## src/rtl/sdsu_bus_pkg.sv

```systemverilog
// sdsu_bus_pkg: shared opcode, state and address definitions for the SDSU ALU slave.
// Rev 1.0
`default_nettype none

package sdsu_bus_pkg;

  typedef enum logic [1:0] {
    OP_MUL  = 2'd0,
    OP_ADD  = 2'd1,
    OP_SUB  = 2'd2,
    OP_PASS = 2'd3
  } opcode_e;

  typedef enum logic [1:0] {
    IDLE    = 2'd0,
    COMPUTE = 2'd1,
    DONE    = 2'd2
  } state_e;

  localparam int unsigned ADDR_CMD = 0;
  localparam int unsigned ADDR_OPA = 1;
  localparam int unsigned ADDR_OPB = 2;

endpackage

`default_nettype wire

```

## src/rtl/sdsu_pipe_mul.sv

```systemverilog
// sdsu_pipe_mul: MUL_LAT-stage registered unsigned multiplier, full-width product.
// Rev 1.0
`default_nettype none

module sdsu_pipe_mul #(
  parameter int DATA_W  = 32,
  parameter int MUL_LAT = 3
) (
  input  logic                  clk,
  input  logic                  rst,
  input  logic [DATA_W-1:0]     a,
  input  logic [DATA_W-1:0]     b,
  output logic [2*DATA_W-1:0]   p
);

  logic [2*DATA_W-1:0] stage [MUL_LAT];
  logic [2*DATA_W-1:0] prod;

  assign prod = {{DATA_W{1'b0}}, a} * {{DATA_W{1'b0}}, b};

  // Free-running pipe: stage k holds the product of the operands seen k+1 edges ago.
  always_ff @(posedge clk) begin
    if (rst) begin
      for (int i = 0; i < MUL_LAT; i++) stage[i] <= '0;
    end else begin
      stage[0] <= prod;
      for (int i = 1; i < MUL_LAT; i++) stage[i] <= stage[i-1];
    end
  end

  assign p = stage[MUL_LAT-1];

endmodule

`default_nettype wire

```

## src/rtl/sdsu_alu_slave.sv

```systemverilog
// sdsu_alu_slave: SDSU bus slave with operand registers and MUL/ADD/SUB/PASS execution.
// Rev 1.0
`default_nettype none

module sdsu_alu_slave
  import sdsu_bus_pkg::*;
#(
  parameter int DATA_W  = 32,
  parameter int ADDR_W  = 32,
  parameter int MUL_LAT = 3
) (
  input  logic              clk,
  input  logic              rst,
  input  logic              valid,
  input  logic              start,
  input  logic [ADDR_W-1:0] address,
  input  logic [DATA_W-1:0] register_data,
  output logic              exec,
  output logic              write,
  output logic              ready,
  output logic              busy,
  output logic              overflow,
  output logic              err,
  output logic [DATA_W-1:0] result_data
);

  localparam int CNT_W = (MUL_LAT > 1) ? $clog2(MUL_LAT) : 1;

  state_e              state, state_n;
  opcode_e             op_q, op_n;
  logic [CNT_W-1:0]    cnt, cnt_n;
  logic [DATA_W-1:0]   opa, opa_n, opb, opb_n;
  logic [DATA_W-1:0]   res_q, res_n;
  logic                ovf_q, ovf_n;
  logic                exec_q, exec_n, err_q, err_n, busy_q, busy_n, ready_q, ready_n;
  logic                accept;
  logic [DATA_W:0]     sum, diff;
  logic [2*DATA_W-1:0] prod;

  sdsu_pipe_mul #(
    .DATA_W  (DATA_W),
    .MUL_LAT (MUL_LAT)
  ) u_mul (
    .clk (clk),
    .rst (rst),
    .a   (opa),
    .b   (opb),
    .p   (prod)
  );

  assign sum    = {1'b0, opa} + {1'b0, opb};
  assign diff   = {1'b0, opa} - {1'b0, opb};
  assign accept = valid && (state == IDLE || state == DONE);

  always_ff @(posedge clk) begin
    if (rst) begin
      state   <= IDLE;
      op_q    <= OP_MUL;
      cnt     <= '0;
      opa     <= '0;
      opb     <= '0;
      res_q   <= '0;
      ovf_q   <= 1'b0;
      exec_q  <= 1'b0;
      err_q   <= 1'b0;
      busy_q  <= 1'b0;
      ready_q <= 1'b0;
    end else begin
      state   <= state_n;
      op_q    <= op_n;
      cnt     <= cnt_n;
      opa     <= opa_n;
      opb     <= opb_n;
      res_q   <= res_n;
      ovf_q   <= ovf_n;
      exec_q  <= exec_n;
      err_q   <= err_n;
      busy_q  <= busy_n;
      ready_q <= ready_n;
    end
  end

  always_comb begin
    state_n = state;
    op_n    = op_q;
    cnt_n   = cnt;
    opa_n   = opa;
    opb_n   = opb;
    res_n   = res_q;
    ovf_n   = ovf_q;
    exec_n  = 1'b0;
    err_n   = 1'b0;
    busy_n  = 1'b0;
    ready_n = 1'b0;

    case (state)
      COMPUTE: begin
        if (cnt == '0) begin
          state_n = DONE;
          ready_n = 1'b1;
          case (op_q)
            OP_MUL: begin
              res_n = prod[DATA_W-1:0];
              ovf_n = |prod[2*DATA_W-1:DATA_W];
            end
            OP_ADD: begin
              res_n = sum[DATA_W-1:0];
              ovf_n = sum[DATA_W];
            end
            OP_SUB: begin
              res_n = diff[DATA_W-1:0];
              ovf_n = diff[DATA_W];
            end
            default: begin
              res_n = opa;
              ovf_n = 1'b0;
            end
          endcase
        end else begin
          cnt_n  = cnt - 1'b1;
          // Busy lags the command by one edge so it drops exactly as ready rises.
          busy_n = 1'b1;
        end
      end
      DONE:    state_n = IDLE;
      default: state_n = IDLE;
    endcase

    if (accept) begin
      exec_n = 1'b1;
      if (address == ADDR_W'(ADDR_OPA)) begin
        opa_n = register_data;
      end else if (address == ADDR_W'(ADDR_OPB)) begin
        opb_n = register_data;
      end else if (address == ADDR_W'(ADDR_CMD)) begin
        if (start) begin
          op_n    = opcode_e'(register_data[1:0]);
          state_n = COMPUTE;
          cnt_n   = (opcode_e'(register_data[1:0]) == OP_MUL) ? CNT_W'(MUL_LAT - 1) : '0;
        end
      end else begin
        err_n = 1'b1;
      end
    end
  end

  assign exec        = exec_q;
  assign err         = err_q;
  assign busy        = busy_q;
  assign ready       = ready_q;
  assign write       = ready_q;
  assign overflow    = ovf_q;
  assign result_data = res_q;

endmodule

`default_nettype wire

```

## config.mk

```make
export PLATFORM = sky130hd
export DESIGN_NAME = sdsu_alu_slave
export DESIGN_NICKNAME = d
export VERILOG_FILES = /design/src/rtl/sdsu_bus_pkg.sv /design/src/rtl/sdsu_pipe_mul.sv /design/src/rtl/sdsu_alu_slave.sv
export SDC_FILE = /design/constraint.sdc
export NUM_CORES = 2
export LEC_CHECK = 0
export ABC_AREA = 0
export CELL_PAD_IN_SITES_DETAIL_PLACEMENT = 1
export CELL_PAD_IN_SITES_GLOBAL_PLACEMENT = 1
export CORE_MARGIN = 2
export CORE_UTILIZATION = 55
export CTS_BUF_LIST = sky130_fd_sc_hd__clkbuf_4
export CTS_CLUSTER_DIAMETER = 100
export DETAILED_ROUTE_END_ITERATION = 6
export HOLD_SLACK_MARGIN = 0.15
export PLACE_DENSITY = 0.95
export SYNTH_ARGS = -nofsm -noshare
export SYNTH_HDL_FRONTEND = slang
export SYNTH_SLANG_ARGS = --single-unit
```

## constraint.sdc

```tcl
create_clock -name clk -period 15.85 [get_ports clk]
set_input_delay 3.9625 -clock clk [delete_from_list [all_inputs] [get_ports clk]]
set_output_delay 3.9625 -clock clk [all_outputs]
set_load 0.05 [all_outputs]
```

==> results of run 1 <==
logic make-up after synthesis:
family / Yosys count / synth area share
mux: 24 / 0.00803
fa+ha+maj: 1226 / 0.474
flops: 299 / 0.128
buf+inv: 1300 / 0.105
simple gates: 1774 / 0.189
xor+xnor: 91 / 0.0171
compound gates: 562 / 0.0783
metal layers:
layer / GRT usage / GRT overflow
met5: 0.598 / 3
met1: 0.740 / 6
met4: 0.728 / 51
met2: 0.891 / 50
met3: 0.726 / 8
stage by stage:
step,std cells,setup WS [ns],area [sq um],hold slack [ns],utilization
3_5_place_dp,6279,7.01,48400,0.424,0.578
3_3_place_gp,6279,7.48,48400,0.415,0.578
4_1_cts,6419,6.64,49400,0.256,0.590
2_1_floorplan,5276,8.24,46600,0.414,-
synthesized netlist by cell type, types with 63 or more instances:
cell type	instances	share of area
o21ai_0	76	0.0082
fa_1	897	0.39
nor2_1	217	0.017
a21oi_1	210	0.023
xnor2_1	63	0.012
nand2_1	675	0.054
and2_1	520	0.070
ha_1	329	0.088
inv_1	993	0.080
dfxtp_1	299	0.13
nor2b_1	149	0.020
clkbuf_1	284	0.023
==> summary.txt, run 1 <==
Clock network
  • CTS H-Tree Depth: 3
  • CTS buffer count: 83
  • Setup bufs post-CTS: 0
  • Post_cts resized: 0
  • Hold_buf cts: 0
  • Clock root cell: clkbuf_4
  • Clk sinks: 299
  • CTS Buffer Depth: 3

Global routing
  • Initial antenna violation count: 36
  • Total track usage: 0.775
  • Largest net degree at the start of global routing: between 80 and 90
  • Total grt overflow: 118

Synth
  • Share of the yosys chip area belonging to registers: 0.128
  • Library cells used by synthesis: 89
  • Post-synth EDFFs: 0
  • Most common flop cell mapped by yosys: dfxtp_1
  • Cells after Synth: 5276
  • Cell Area, Synth: about 47000 sq um
  • Yosys Warn Count: 0
  • Syn Area/Cell: around 8.8 sq um
  • Post-Syn Nets: roughly 6600
  • Async SR Flop Fraction: 0
  • Seq cells post-synth: 299

Floorplan
  • DIE HEIGHT: around 300 microns
  • Row count: between 100 and 150
  • Starting Density: 0.556
  • I/O pin count: between 100 and 150
  • Die W: just under 300 microns

Status
  • Status: aborted with a tool error
  • Halt Stage: 5_1_grt
  • Error: [ERROR GRT-0232] Routing congestion too high. Check the congestion heatmap in the GUI.

Place
  • Port-buffer cells: between 100 and 150
  • Post-DP HPWL: ~150000 microns
  • Placer Congestion: roughly 0.96
==> inputs of run 2 (changes only) <==
==> config.mk (replaced) <==
export PLATFORM = sky130hd
export DESIGN_NAME = sdsu_alu_slave
export DESIGN_NICKNAME = d
export VERILOG_FILES = /design/src/rtl/sdsu_bus_pkg.sv /design/src/rtl/sdsu_pipe_mul.sv /design/src/rtl/sdsu_alu_slave.sv
export SDC_FILE = /design/constraint.sdc
export NUM_CORES = 2
export LEC_CHECK = 0
export ABC_AREA = 0
export CORE_MARGIN = 2
export CORE_UTILIZATION = 40
export DETAILED_ROUTE_END_ITERATION = 6
export PLACE_DENSITY_LB_ADDON = 0.15
export SYNTH_ARGS = -nofsm -noshare
export SYNTH_HDL_FRONTEND = slang
export SYNTH_SLANG_ARGS = --single-unit
==> run 2 against run 1 <==
Net effect:
- area after synthesis unchanged
- the flow now finishes without violations
- synthesized cell count unchanged
==> summary.txt, run 2 <==
Place
  • Post-DP HPWL: about 120000 microns
  • Port-buffer cells: between 100 and 150
  • Dpl ws: between 6 and 7 ns
  • Placer Congestion: about 0.94

STA
  • Worst slew pin tran: roughly 1.1 ns
  • Final Hold Violating Endpoints: 0
  • Fmax: 0.111 GHz
  • Slew HR: 0.245
  • RSZ-0062 raised after global routing: no
  • Final min period: roughly 9 ns
  • Final max-slew violation count: 0
  • Setup TNS: 0 ns
  • Setup slack after layout: 6.83 ns
  • Final setup vio count: 0
  • Clock skew: approximately 0.04 ns
  • Final period util: 0.569

Route
  • Final WL: around 160000 microns
  • Pre-antenna DRT Iters: 7
  • Routed vias: 35610
  • Initial DRC count: approximately 2700
  • DRT antenna net count: 0
  • WL/cell: between 20 and 25 microns
  • DR DRC count: 0
  • Post-DR vias/cell: between 5 and 6

Worst setup path
  • CP Launch Point: opb[9]
  • R2R depth: 24
  • R2R Path End: u_mul.stage[0][59]
  • CP max stage cell: dfxtp_2
  • Worst setup SP type: flop
  • Most frequent cell on the critical path: fa_1
  • Max Fanout on Critical Path: 32
  • Setup crit end: u_mul.stage[0][59]
  • Crit path largest cell delay: between 0.8 and 0.9 ns
  • Worst Path Required: roughly 16 ns
  • Crit path kind: flop to flop
  • CP Cell Sequence: inv_1 > nor2_1 > fa_1 > fa_1 > inv_1 > fa_1 > fa_1 > inv_1 > fa_1 > fa_1 > fa_1 > inv_1 > fa_1 > inv_1 > ha_1 > nand3_1 > nor3_1 > nand4_1 > a21oi_1 > or3_1 > a211oi_1 > o31ai_1 > xnor2_1 > nor2_1
  • Critical Path Sink Type: flop
  • Reg2reg start: opb[9]
  • Crit path arrival time: approximately 9.5 ns
  • Reg2reg setup slack: about 6.8 ns

Pwr
  • Net Sw Frac: 0.242
  • Combinational power share: 0.021
  • VDD IR max: 82.4 uV
  • P_int: 1.34 mW
  • Lkg Pwr: ~24 nW
  • Flop pwr share: 0.424
  • Clock network fraction of design power: 0.554
  • Switching power: between 0.4 and 0.5 mW
  • P per Cell Area: about 35 nW/um^2

Hold path
  • Worst hold path type: flop to flop

Floorplan
  • Die Area: ~120000 sq um
  • Core ar.: approximately 120000 sq um
  • Starting Density: 0.402
  • Die W: between 300 and 400 microns
  • DIE HEIGHT: ~350 microns
  • Row count: approximately 130
  • I/O pin count: 106

Clock network
  • Clk sinks: ~300
  • CTS Buffer Depth: 3
  • CTS tree: yes
  • Worst-Skew Late Latency: 0.62 ns
  • Clock root cell: clkbuf_16
  • Post_cts resized: 0
  • CTS buffer count: 39
  • CTS H-Tree Depth: 2
  • Hold_buf cts: 0
  • Setup bufs post-CTS: 0
  • Clock transition at path regs: ~0.070 ns

Synth
  • Share of Yosys cell area claimed by the top area cell type: 0.385
  • Cell Area, Synth: about 47000 sq um
  • Yosys top cell by area: fa_1
  • Share of the yosys chip area belonging to registers: 0.128
  • Most common cell in the netlist: inv_1
  • Seq cells post-synth: 299
  • Top cells by count, synth: inv_1, fa_1, nand2_1
  • Top cells by area, synth: fa_1, dfxtp_1, ha_1, inv_1, and2_1
  • Yosys Warn Count: 0
  • Async SR Flop Fraction: 0
  • Cells after Synth: 5276
  • Library cells used by synthesis: ~90
  • Post-synth EDFFs: 0
  • Syn Area/Cell: around 9 sq um
  • Most common flop cell mapped by yosys: dfxtp_1
  • Post-Syn Nets: roughly 6600

Status
  • Status: completed

Global routing
  • Total grt overflow: 0
  • Total track usage: 0.271
  • Initial antenna violation count: 8
  • Largest net degree at the start of global routing: ~110
  • First-pass GRT wire length: approximately 240000 microns
  • Vias in the first global route: 37373

Layout
  • Final net count: roughly 6500
  • Commonest non-fill, non-tap cell in the layout: inv_1
  • Layout area overhead: 8.04%
  • Share of cells above drive strength 1: 0.0404
  • Largest register FFs: ~190
  • Most frequent cells in the layout: inv_1, fa_1, nand2_1, and2_1, ha_1
  • Largest register by flop count: u_mul.stage

Flow run
  • Maxcap violations: 0
-- run 2: cell counts after synthesis --
Identical to the previous run, type by type.
-- run 2: worst min path at each step --
stage                       start                  end  cells past startpoint
2_1_floorplan  u_mul.stage[0][36]  u_mul.stage[0][100]                      1
3_3_place_gp   u_mul.stage[0][37]  u_mul.stage[0][101]                      1
3_5_place_dp   u_mul.stage[0][93]  u_mul.stage[0][157]                      1
4_1_cts        u_mul.stage[0][72]  u_mul.stage[0][136]                      1
5_1_grt        u_mul.stage[0][91]  u_mul.stage[0][155]                      1
6_report       u_mul.stage[0][91]  u_mul.stage[0][155]                      1
-- run 2: cell type report --
cell class / instances / area [sq um]
sequential: 299 / 6010
tap: 1524 / 1910
clock inverter: 24 / 334
inverter: 995 / 3730
multi-input combinational: 3677 / 35700
clock buffer: 47 / 1070
timing repair buffer: 175 / 1580
fill: 11576 / 65600
antenna: 2 / 5.00
-- run 2: critical path, delay by kind of cell, from the launching register on --
kind                     cells  cell delay (ns)
XOR/XNOR                     1             0.16
flip-flops                   1             0.85
AO/OA/AOI/OAI                3             1.19
adder cells (fa/ha/maj)      9             4.52
AND/OR/NAND/NOR              6             1.58
buffers and inverters        5             0.52
-- run 2: logic make-up after synthesis --
| group | count (synthesis) | share of synthesized area |
|---|---|---|
| adder cells (fa/ha/maj) | 1226 | 0.474 |
| flip-flops | 299 | 0.128 |
| multiplexers | 24 | 0.00803 |
| buffers and inverters | 1300 | 0.105 |
| AO/OA/AOI/OAI | 562 | 0.0783 |
| AND/OR/NAND/NOR | 1774 | 0.189 |
| XOR/XNOR | 91 | 0.0171 |
-- run 2: per-layer routing --
layer,part of all wire,global-route usage
met1,0.45,0.393
met2,0.44,0.415
met3,0.090,0.0591
met4,0.023,0.0593
met5,0.000082,0
-- run 2: power groups by stage --
| stage | Sequential (mW) | Clock [mW] | Combinational, mW |
|---|---|---|---|
| 6_report | 0.752 | 0.982 | 0.0377 |
| 5_1_grt | 0.751 | 1.03 | 0.0402 |
| 4_1_cts | 0.752 | 1.00 | 0.0378 |
| 3_5_place_dp | 0.768 | 0 | 0.0376 |
| 3_3_place_gp | 0.768 | 0 | 0.0378 |
| 2_1_floorplan | 0.769 | 0 | 0.0114 |
-- run 2: metrics by stage --
stage | instance area (sq um) | util | total power [mW] | hold WS, ns | cells
final | 50300 | 0.434 | 1.77 | 0.428 | 6743
after floorplan | 46600 | - | 0.781 | 0.414 | 5276
after global placement | 48900 | 0.422 | 0.806 | 0.416 | 6670
after global routing | 50300 | 0.434 | 1.82 | 0.444 | 6741
after detailed placement | 48900 | 0.422 | 0.806 | 0.421 | 6670
after CTS | 50300 | 0.434 | 1.79 | 0.429 | 6741
Power figures use the tool's default switching activity.
